**src/rtl/ascii_to_ps2_tx.sv**
```systemverilog
// ascii_to_ps2_tx: maps game-key ASCII to PS/2 set-2 scan codes and
// sends make/break frames device-to-host. Build option: UPPERCASE_SHIFT_EN.
module ascii_to_ps2_tx #(
    parameter int HALF_PERIOD = 2500,
    parameter int GAP_CYCLES  = 5000
) (
    input  logic       clk,
    input  logic       resetn,
    input  logic [7:0] ascii_in,
    input  logic       ascii_valid,
    output logic       ascii_ready,
    output logic       busy,
    output logic       bad_char,
    output logic       ps2_clk_out,
    output logic       ps2_data_out
);

    localparam int PH_W = $clog2(HALF_PERIOD + 1);
    localparam int GP_W = $clog2(GAP_CYCLES + 1);

`ifdef UPPERCASE_SHIFT_EN
    localparam logic [2:0] LAST_BYTE = 3'd5;
`else
    localparam logic [2:0] LAST_BYTE = 3'd2;
`endif

    localparam logic [3:0] STOP_BIT = 4'd10;

    typedef enum logic [1:0] {
        IDLE,
        BIT_HI,
        BIT_LO,
        GAP
    } state_t;

    state_t          state_q, state_d;
    logic [PH_W-1:0] phase_q, phase_d;
    logic [GP_W-1:0] gap_q, gap_d;
    logic [3:0]      bit_q, bit_d;
    logic [2:0]      byte_q, byte_d;
    logic [7:0]      code_q, code_d;
    logic            clk_q, clk_d;
    logic            data_q, data_d;
    logic            busy_q, busy_d;
    logic            ready_q, ready_d;
    logic            bad_q, bad_d;

    logic            map_hit;
    logic [7:0]      map_code;

    // Scan-code lookup; bit 8 flags a mapped character.
    function automatic logic [8:0] map_ascii(input logic [7:0] c);
        logic [8:0] r;
        case (c)
            8'h31:   r = {1'b1, 8'h16};
            8'h32:   r = {1'b1, 8'h1E};
            8'h33:   r = {1'b1, 8'h26};
            8'h34:   r = {1'b1, 8'h25};
            8'h35:   r = {1'b1, 8'h2E};
            8'h36:   r = {1'b1, 8'h36};
            8'h37:   r = {1'b1, 8'h3D};
            8'h38:   r = {1'b1, 8'h3E};
            8'h39:   r = {1'b1, 8'h46};
            8'h6F:   r = {1'b1, 8'h44};
            8'h78:   r = {1'b1, 8'h22};
`ifdef UPPERCASE_SHIFT_EN
            8'h4F:   r = {1'b1, 8'h44};
            8'h58:   r = {1'b1, 8'h22};
`endif
            default: r = 9'h000;
        endcase
        return r;
    endfunction

    // Byte of the keystroke sequence selected by the byte index.
    function automatic logic [7:0] seq_byte(input logic [2:0] idx,
                                            input logic [7:0] code);
        logic [7:0] r;
`ifdef UPPERCASE_SHIFT_EN
        case (idx)
            3'd1, 3'd3: r = code;
            3'd2, 3'd4: r = 8'hF0;
            default:    r = 8'h12;
        endcase
`else
        case (idx)
            3'd1:    r = 8'hF0;
            default: r = code;
        endcase
`endif
        return r;
    endfunction

    // Frame bit: 0 start, 1..8 data LSB first, 9 odd parity, 10 stop.
    function automatic logic frame_bit(input logic [7:0] b,
                                       input logic [3:0] idx);
        logic [3:0] k;
        logic       r;
        k = idx - 4'd1;
        if (idx == 4'd0) begin
            r = 1'b0;
        end else if (idx <= 4'd8) begin
            r = b[k[2:0]];
        end else if (idx == 4'd9) begin
            r = ~^b;
        end else begin
            r = 1'b1;
        end
        return r;
    endfunction

    assign {map_hit, map_code} = map_ascii(ascii_in);

    // Next-state and next-output logic for the frame sequencer.
    always_comb begin
        state_d = state_q;
        phase_d = phase_q;
        gap_d   = gap_q;
        bit_d   = bit_q;
        byte_d  = byte_q;
        code_d  = code_q;
        clk_d   = clk_q;
        data_d  = data_q;
        bad_d   = 1'b0;
        case (state_q)
            IDLE: begin
                if (ascii_valid) begin
                    if (map_hit) begin
                        code_d  = map_code;
                        byte_d  = 3'd0;
                        bit_d   = 4'd0;
                        phase_d = '0;
                        clk_d   = 1'b1;
                        data_d  = frame_bit(seq_byte(3'd0, map_code), 4'd0);
                        state_d = BIT_HI;
                    end else begin
                        bad_d = 1'b1;
                    end
                end
            end
            BIT_HI: begin
                if (phase_q == PH_W'(HALF_PERIOD - 1)) begin
                    phase_d = '0;
                    clk_d   = 1'b0;
                    state_d = BIT_LO;
                end else begin
                    phase_d = phase_q + PH_W'(1);
                end
            end
            BIT_LO: begin
                if (phase_q == PH_W'(HALF_PERIOD - 1)) begin
                    phase_d = '0;
                    clk_d   = 1'b1;
                    if (bit_q == STOP_BIT) begin
                        gap_d   = '0;
                        data_d  = 1'b1;
                        state_d = GAP;
                    end else begin
                        bit_d   = bit_q + 4'd1;
                        data_d  = frame_bit(seq_byte(byte_q, code_q),
                                            bit_q + 4'd1);
                        state_d = BIT_HI;
                    end
                end else begin
                    phase_d = phase_q + PH_W'(1);
                end
            end
            GAP: begin
                if (gap_q == GP_W'(GAP_CYCLES - 1)) begin
                    gap_d = '0;
                    if (byte_q == LAST_BYTE) begin
                        state_d = IDLE;
                    end else begin
                        byte_d  = byte_q + 3'd1;
                        bit_d   = 4'd0;
                        data_d  = 1'b0;
                        state_d = BIT_HI;
                    end
                end else begin
                    gap_d = gap_q + GP_W'(1);
                end
            end
            default: begin
                state_d = IDLE;
                clk_d   = 1'b1;
                data_d  = 1'b1;
            end
        endcase
        busy_d  = (state_d != IDLE);
        ready_d = (state_d == IDLE);
    end

    // State and registered outputs with synchronous active-low reset.
    always_ff @(posedge clk) begin
        if (!resetn) begin
            state_q <= IDLE;
            phase_q <= '0;
            gap_q   <= '0;
            bit_q   <= 4'd0;
            byte_q  <= 3'd0;
            code_q  <= 8'h00;
            clk_q   <= 1'b1;
            data_q  <= 1'b1;
            busy_q  <= 1'b0;
            ready_q <= 1'b1;
            bad_q   <= 1'b0;
        end else begin
            state_q <= state_d;
            phase_q <= phase_d;
            gap_q   <= gap_d;
            bit_q   <= bit_d;
            byte_q  <= byte_d;
            code_q  <= code_d;
            clk_q   <= clk_d;
            data_q  <= data_d;
            busy_q  <= busy_d;
            ready_q <= ready_d;
            bad_q   <= bad_d;
        end
    end

    assign ascii_ready  = ready_q;
    assign busy         = busy_q;
    assign bad_char     = bad_q;
    assign ps2_clk_out  = clk_q;
    assign ps2_data_out = data_q;

endmodule
```
**config.mk**
```make
export PLATFORM = sky130hd
export DESIGN_NAME = ascii_to_ps2_tx
export DESIGN_NICKNAME = d
export VERILOG_FILES = /design/src/rtl/ascii_to_ps2_tx.sv
export SDC_FILE = /design/constraint.sdc
export NUM_CORES = 1
export LEC_CHECK = 0
export CAP_MARGIN = 20
export CORE_UTILIZATION = 30
export CTS_CLUSTER_SIZE = 24
export DETAILED_ROUTE_END_ITERATION = 8
export GPL_TIMING_DRIVEN = 0
export PLACE_DENSITY = 0.58
export SLEW_MARGIN = 20
export SYNTH_ARGS = -nofsm -noshare
export SYNTH_HDL_FRONTEND = slang
export SYNTH_SLANG_ARGS = --single-unit
```
**constraint.sdc**
```tcl
create_clock -name clk -period 3.1 [get_ports clk]
set_input_delay 0.31 -clock clk [delete_from_list [all_inputs] [get_ports clk]]
set_output_delay 0.31 -clock clk [all_outputs]
set_load 0.03 [all_outputs]
```
Word-level counts from Yosys, hierarchy flattened:

Index checks and enable logic that the tools add are counted.

* order comparisons: 2
* reduce and logical (&&, ||, !) cells: 19
* $add $sub $neg: 5
* eq/ne operators: 28
* multiplexer cells: 51

Operators by type and width (number)
* 9-bit case mux with 11 select lines: 1
* 8-bit by 6-bit equality test with 1-bit output, second input constant: 9
* 13-bit 2-to-1 mux: 3
* 12-bit 2-to-1 mux: 3
* 8-bit 2-to-1 mux: 4
* 13-bit case mux with 2 select lines: 1
* 4-bit 2-to-1 mux: 6
* 12-bit case mux with 2 select lines: 1
* 8-bit by 7-bit equality test with 1-bit output, second input constant: 2
* 1-bit 2-to-1 mux: 16
* 2-bit != test, second input constant: 8
* 13-bit by 1-bit adder with 13-bit output, second input constant: 1
* 13-bit equality test, second input constant: 1
* 12-bit by 1-bit adder with 12-bit output, second input constant: 1
* 12-bit equality test, second input constant: 1
* 2-bit 2-to-1 mux: 6
* 3-bit 2-to-1 mux: 4
* 4-bit case mux with 3 select lines: 1
* 3-bit AND reduction: 4
* 5-bit AND reduction: 2
* 4-bit equality test, second input constant: 2
* 2-bit case mux with 4 select lines: 1
* 2-bit nonzero test: 4
* 8-bit XNOR reduction: 1
* 18 further kinds: 22

* bits of input ports: 11
* register bits after elaboration: 47
* output and inout bits: 5

Longest topological paths before layout:

* depth in word-level cells: 12
* mapped depth: 9

Least setup slack after synthesis:

No wires, ideal clock.

* kind: reg2reg
* start: reg gap_q[3]
* end: reg bit_q[3]
* clock period less this slack: 2387 ps
* library setup time: 75 ps
* data required time: 3025 ps
* cell stages (with the launch flop): 7
* setup slack: 713 ps
* arrival: 2312 ps
* path buffers: 0
* cell sequence: dfxtp_1 or4_4 or4b_4 a21oi_2 o2111ai_2 or4_1 o22ai_1

* longest elaborated chain between the ends: 3

Ends and longest elaborated chain
* from (decl): line 38 `logic [GP_W-1:0] gap_q, gap_d;`
* from (signal assigned): line 210 `gap_q <= gap_d;`
* 13-bit equality test: line 169 `if (gap_q == GP_W'(GAP_CYCLES - 1)) begin`
* 2-bit != test (no source line)
* 7-bit AND reduction (no source line)
* to (signal assigned): line 211 `bit_q <= bit_d;`
* to (decl): line 39 `logic [3:0] bit_q, bit_d;`

No other way between the ends.
A chain may end at the register's enable or synchronous reset.

Worst setup path after layout:

* start: in ascii_in[1]
* end: reg phase_q[8]

* longest elaborated chain between the ends: 4

Ends and longest elaborated chain
* from (decl): line 9 `input logic [7:0] ascii_in,`
* 8-bit by 7-bit equality test with 1-bit output or 8-bit by 6-bit equality test with 1-bit output (tied branches): line 54 `case (c)`
* 9-bit case mux with 11 select lines (*): line 54
* 2-bit != test (no source line) (*)
* 3-bit AND reduction (no source line) (*)
* to (signal assigned): line 209 `phase_q <= phase_d;`
* to (decl): line 37 `logic [PH_W-1:0] phase_q, phase_d;`

Every way passes the cells marked *; elsewhere a longest branch is shown, timed or not.

==> flow_summary.yaml <==
sta:
  setup_viol: 0
  relSlewSlack_pct: 56.4
  worst_pin_slew_ns: 0.653
  skew_ns: 0.0108
  slew_viol_final: 0
  finalSetupTns_ns: 0
  finalHoldViolations: 0
  max_freq_mhz: 372
  rsz0062_at_grt: "no"
  post-route-period-util_pct: 86.6
  min_period_ns: 2.69
worst_setup_path:
  required_ns: 3.33
  worstSetupStartpointType: "input pin"
  r2r-end: "bit_q[3]"
  crit_type: "in2reg"
  crit_fanout: 10
  cp-end-kind: "register"
  r2r_cells: 6
  r2r_start: "gap_q[3]"
  critPathArrivalTime_ns: 2.92
  r2r_setup_slack_ns: 0.55
worst_hold_path:
  holdPathStages: 2
  hold_path_class: "reg2reg"
  min_from: "code_q[4]"
  hold_end: "code_q[4]"
cells_and_area:
  area_delta_synth_final_pct: 13.1
  fillerInstances: 962
  regArea_um2: 921
  multi_input_comb_area_um2: 1770
  diodes: 0
  layout-drive-gt1-share_pct: 5.56
  nets: 383
cts:
  clock_path_buffers: 2
  ctsHoldBuffers: 0
  clkLatencyLatePin_ns: 0.30
  cts.sinks: 46
  clkTransAtPathRegs_ns: 0.09
  h-tree-depth: 2
  cts_resized: 0
  postCtsSetupBuffers: 0
  clock-root-buffer: "clkbuf_8"
  cts_tree: "done"
  numCtsBuffers: 5
grt:
  grt_pass1_wl_um: 10700
  grt_pass1_vias: 2301
  grt_usage_pct: 13.4
  grt_max_degree: 14
  grt_overflow: 0
  antenna_found_initial: 0
pwr:
  ir_drop_mv: 0.179
  p_leak_nw: 1.07
  total_power_mw: 1.08
  power_density_nw_per_um2: 343
placement:
  place_hpwl_um: 4520
  portBuffers: 14
  gp_congestion: 0.828
logic_synthesis:
  seq_area_frac_synth_pct: 33.0
  synth_cell_types: 65
  syn_inst: 338
  syn-cell-area_um2: 2790
  syn_avg_cell_area_um2: 8.26
  yosys_warnings: 0
  ys_ff_latch: 46
  syn_nets: 362
  synthArstFlopShare_pct: 0
  synth_ff_type: "dfxtp_1"
  synth_edf_count: 0
floorplanning:
  fp.dieW_um: 98.5
  dieArea_um2: 9690
  design.core.area_um2: 8850
  initial_core_util_pct: 31.5
  boundaryPins: 16
  fp-row-count: 34
  die_h_um: 98.5
route:
  drt_iter0_markers: 129
  route.detailed.drc: 0
  finalWirelength_um: 6140
  wl_per_cell_um: 13.1
  firstDrtPassIters: 4
  vias_per_cell: 5.23
  ant_nets: 0
  vias: 2446
run_status:
  status: "complete, no violations"
run:
  max-cap-violations: 0
-- through the flow --
| step | setup WS (ns) | std cells | util, % | instance area [um2] | hold WS [ns] |
|---|---|---|---|---|---|
| floorplan | 0.713 | 338 | - | 2790 | 0.459 |
| global placement | 0.0891 | 460 | 34.7 | 3070 | 0.468 |
| detailed placement | 0.0878 | 460 | 34.7 | 3070 | 0.475 |
| CTS | 0.413 | 468 | 35.7 | 3160 | 0.486 |
| global route | 0.184 | 468 | 35.7 | 3160 | 0.528 |
| finish | 0.415 | 468 | 35.7 | 3160 | 0.485 |
-- layout by cell type (no fill, tap or decap), drive strengths merged, types with 3 or more instances in the layout --
master,instances
nand3b,3
a21oi,24
nor4,3
inv,15
or4,3
nand4b,3
and3,3
o31ai,3
xor2,8
nor2b,6
nand3,9
o21ai,20
and4,4
ha,13
o2111ai,7
xnor2,20
dfxtp,46
clkdlybuf4s50,14
mux2i,4
nand4,6
or3,6
nor2,36
a211oi,3
clkbuf,17
nand2,25
nor3,10
a21boi,4
and2,4
-- cell type report --
type	instances	area share (%)
timing repair buffer	14	4.44
inverter	16	1.90
multi-input combinational	265	56.0
buffer	11	1.35
tap	108	4.28
sequential	46	29.2
clock inverter	1	0.158
clock buffer	7	2.73
-- logic make-up after synthesis --
| family | synth area share [%] |
|---|---|
| and+or+nand+nor | 25.5 |
| AOI/OAI and AO/OA | 21.0 |
| DFF | 33.0 |
| xor gates and xnor gates | 8.79 |
| buffers and inverters | 3.68 |
| adders and majority gates | 5.83 |
| muxes | 2.24 |
-- how the worst max path moves through the flow --
| stage | to | startpoint | slack (ns) |
|---|---|---|---|
| after CTS | phase_q[2] | ascii_in[1] | 0.41 |
| after global placement | phase_q[3] | ascii_in[1] | 0.09 |
| after detailed placement | phase_q[2] | ascii_in[1] | 0.09 |
| after floorplan | bit_q[3] | gap_q[3] | 0.71 |
| final | phase_q[8] | ascii_in[1] | 0.41 |
| after global routing | phase_q[8] | ascii_in[1] | 0.18 |
-- registers in the layout, indices dropped and copies added, names as in the netlist --
register	cells
ps2_data_out	1
bit_q	4
phase_q	12
state_q	2
gap_q	13
code_q	7
ps2_clk_out	1
bad_char	1
byte_q	3
busy	1
ascii_ready	1
-- cells in the mapped netlist, drive strengths merged, types with 3 or more instances --
cell,number,area (um2)
dfxtp,46,921
nor2,36,135
nand2,25,93.8
a21oi,24,124
o21ai,20,100
xnor2,20,175
inv,15,56.3
ha,13,163
clkbuf,10,37.5
nor3,10,50.1
nand3,9,45.0
xor2,8,70.1
o2111ai,7,67.6
nand4,6,37.5
nor2b,6,37.5
or3,6,38.8
a21boi,4,30.0
and2,4,25.0
and4,4,35.0
mux2i,4,40.0
a211oi,3,22.5
and3,3,18.8
nand3b,3,22.5
nand4b,3,26.3
nor4,3,18.8
o31ai,3,22.5
or4,3,26.3
-- per-layer routing --
| metal | GRT usage [%] | wire length (um) |
|---|---|---|
| met1 | 18.1 | 3190 |
| met2 | 21.6 | 2780 |
| met3 | 2.20 | 93 |
| met4 | 4.71 | 74 |
| met5 | 0 | 0 |
-- worst max-delay path: stages --
cell             delay, ns
clkdlybuf4s50_1       0.41
clkbuf_1              0.25
a2111oi_0             0.50
o21ba_2               0.22
buf_2                 0.24
o2111ai_1             0.38
or3_1                 0.46
a21oi_1               0.15
-- power by group --
part           internal, mW  switching (mW)  leakage (nW)  total, mW
clock network         0.180           0.195        0.0482      0.375
registers             0.596         0.00432         0.371      0.601
logic                0.0433          0.0644         0.650      0.108
(Power assumes the default switching activity.)
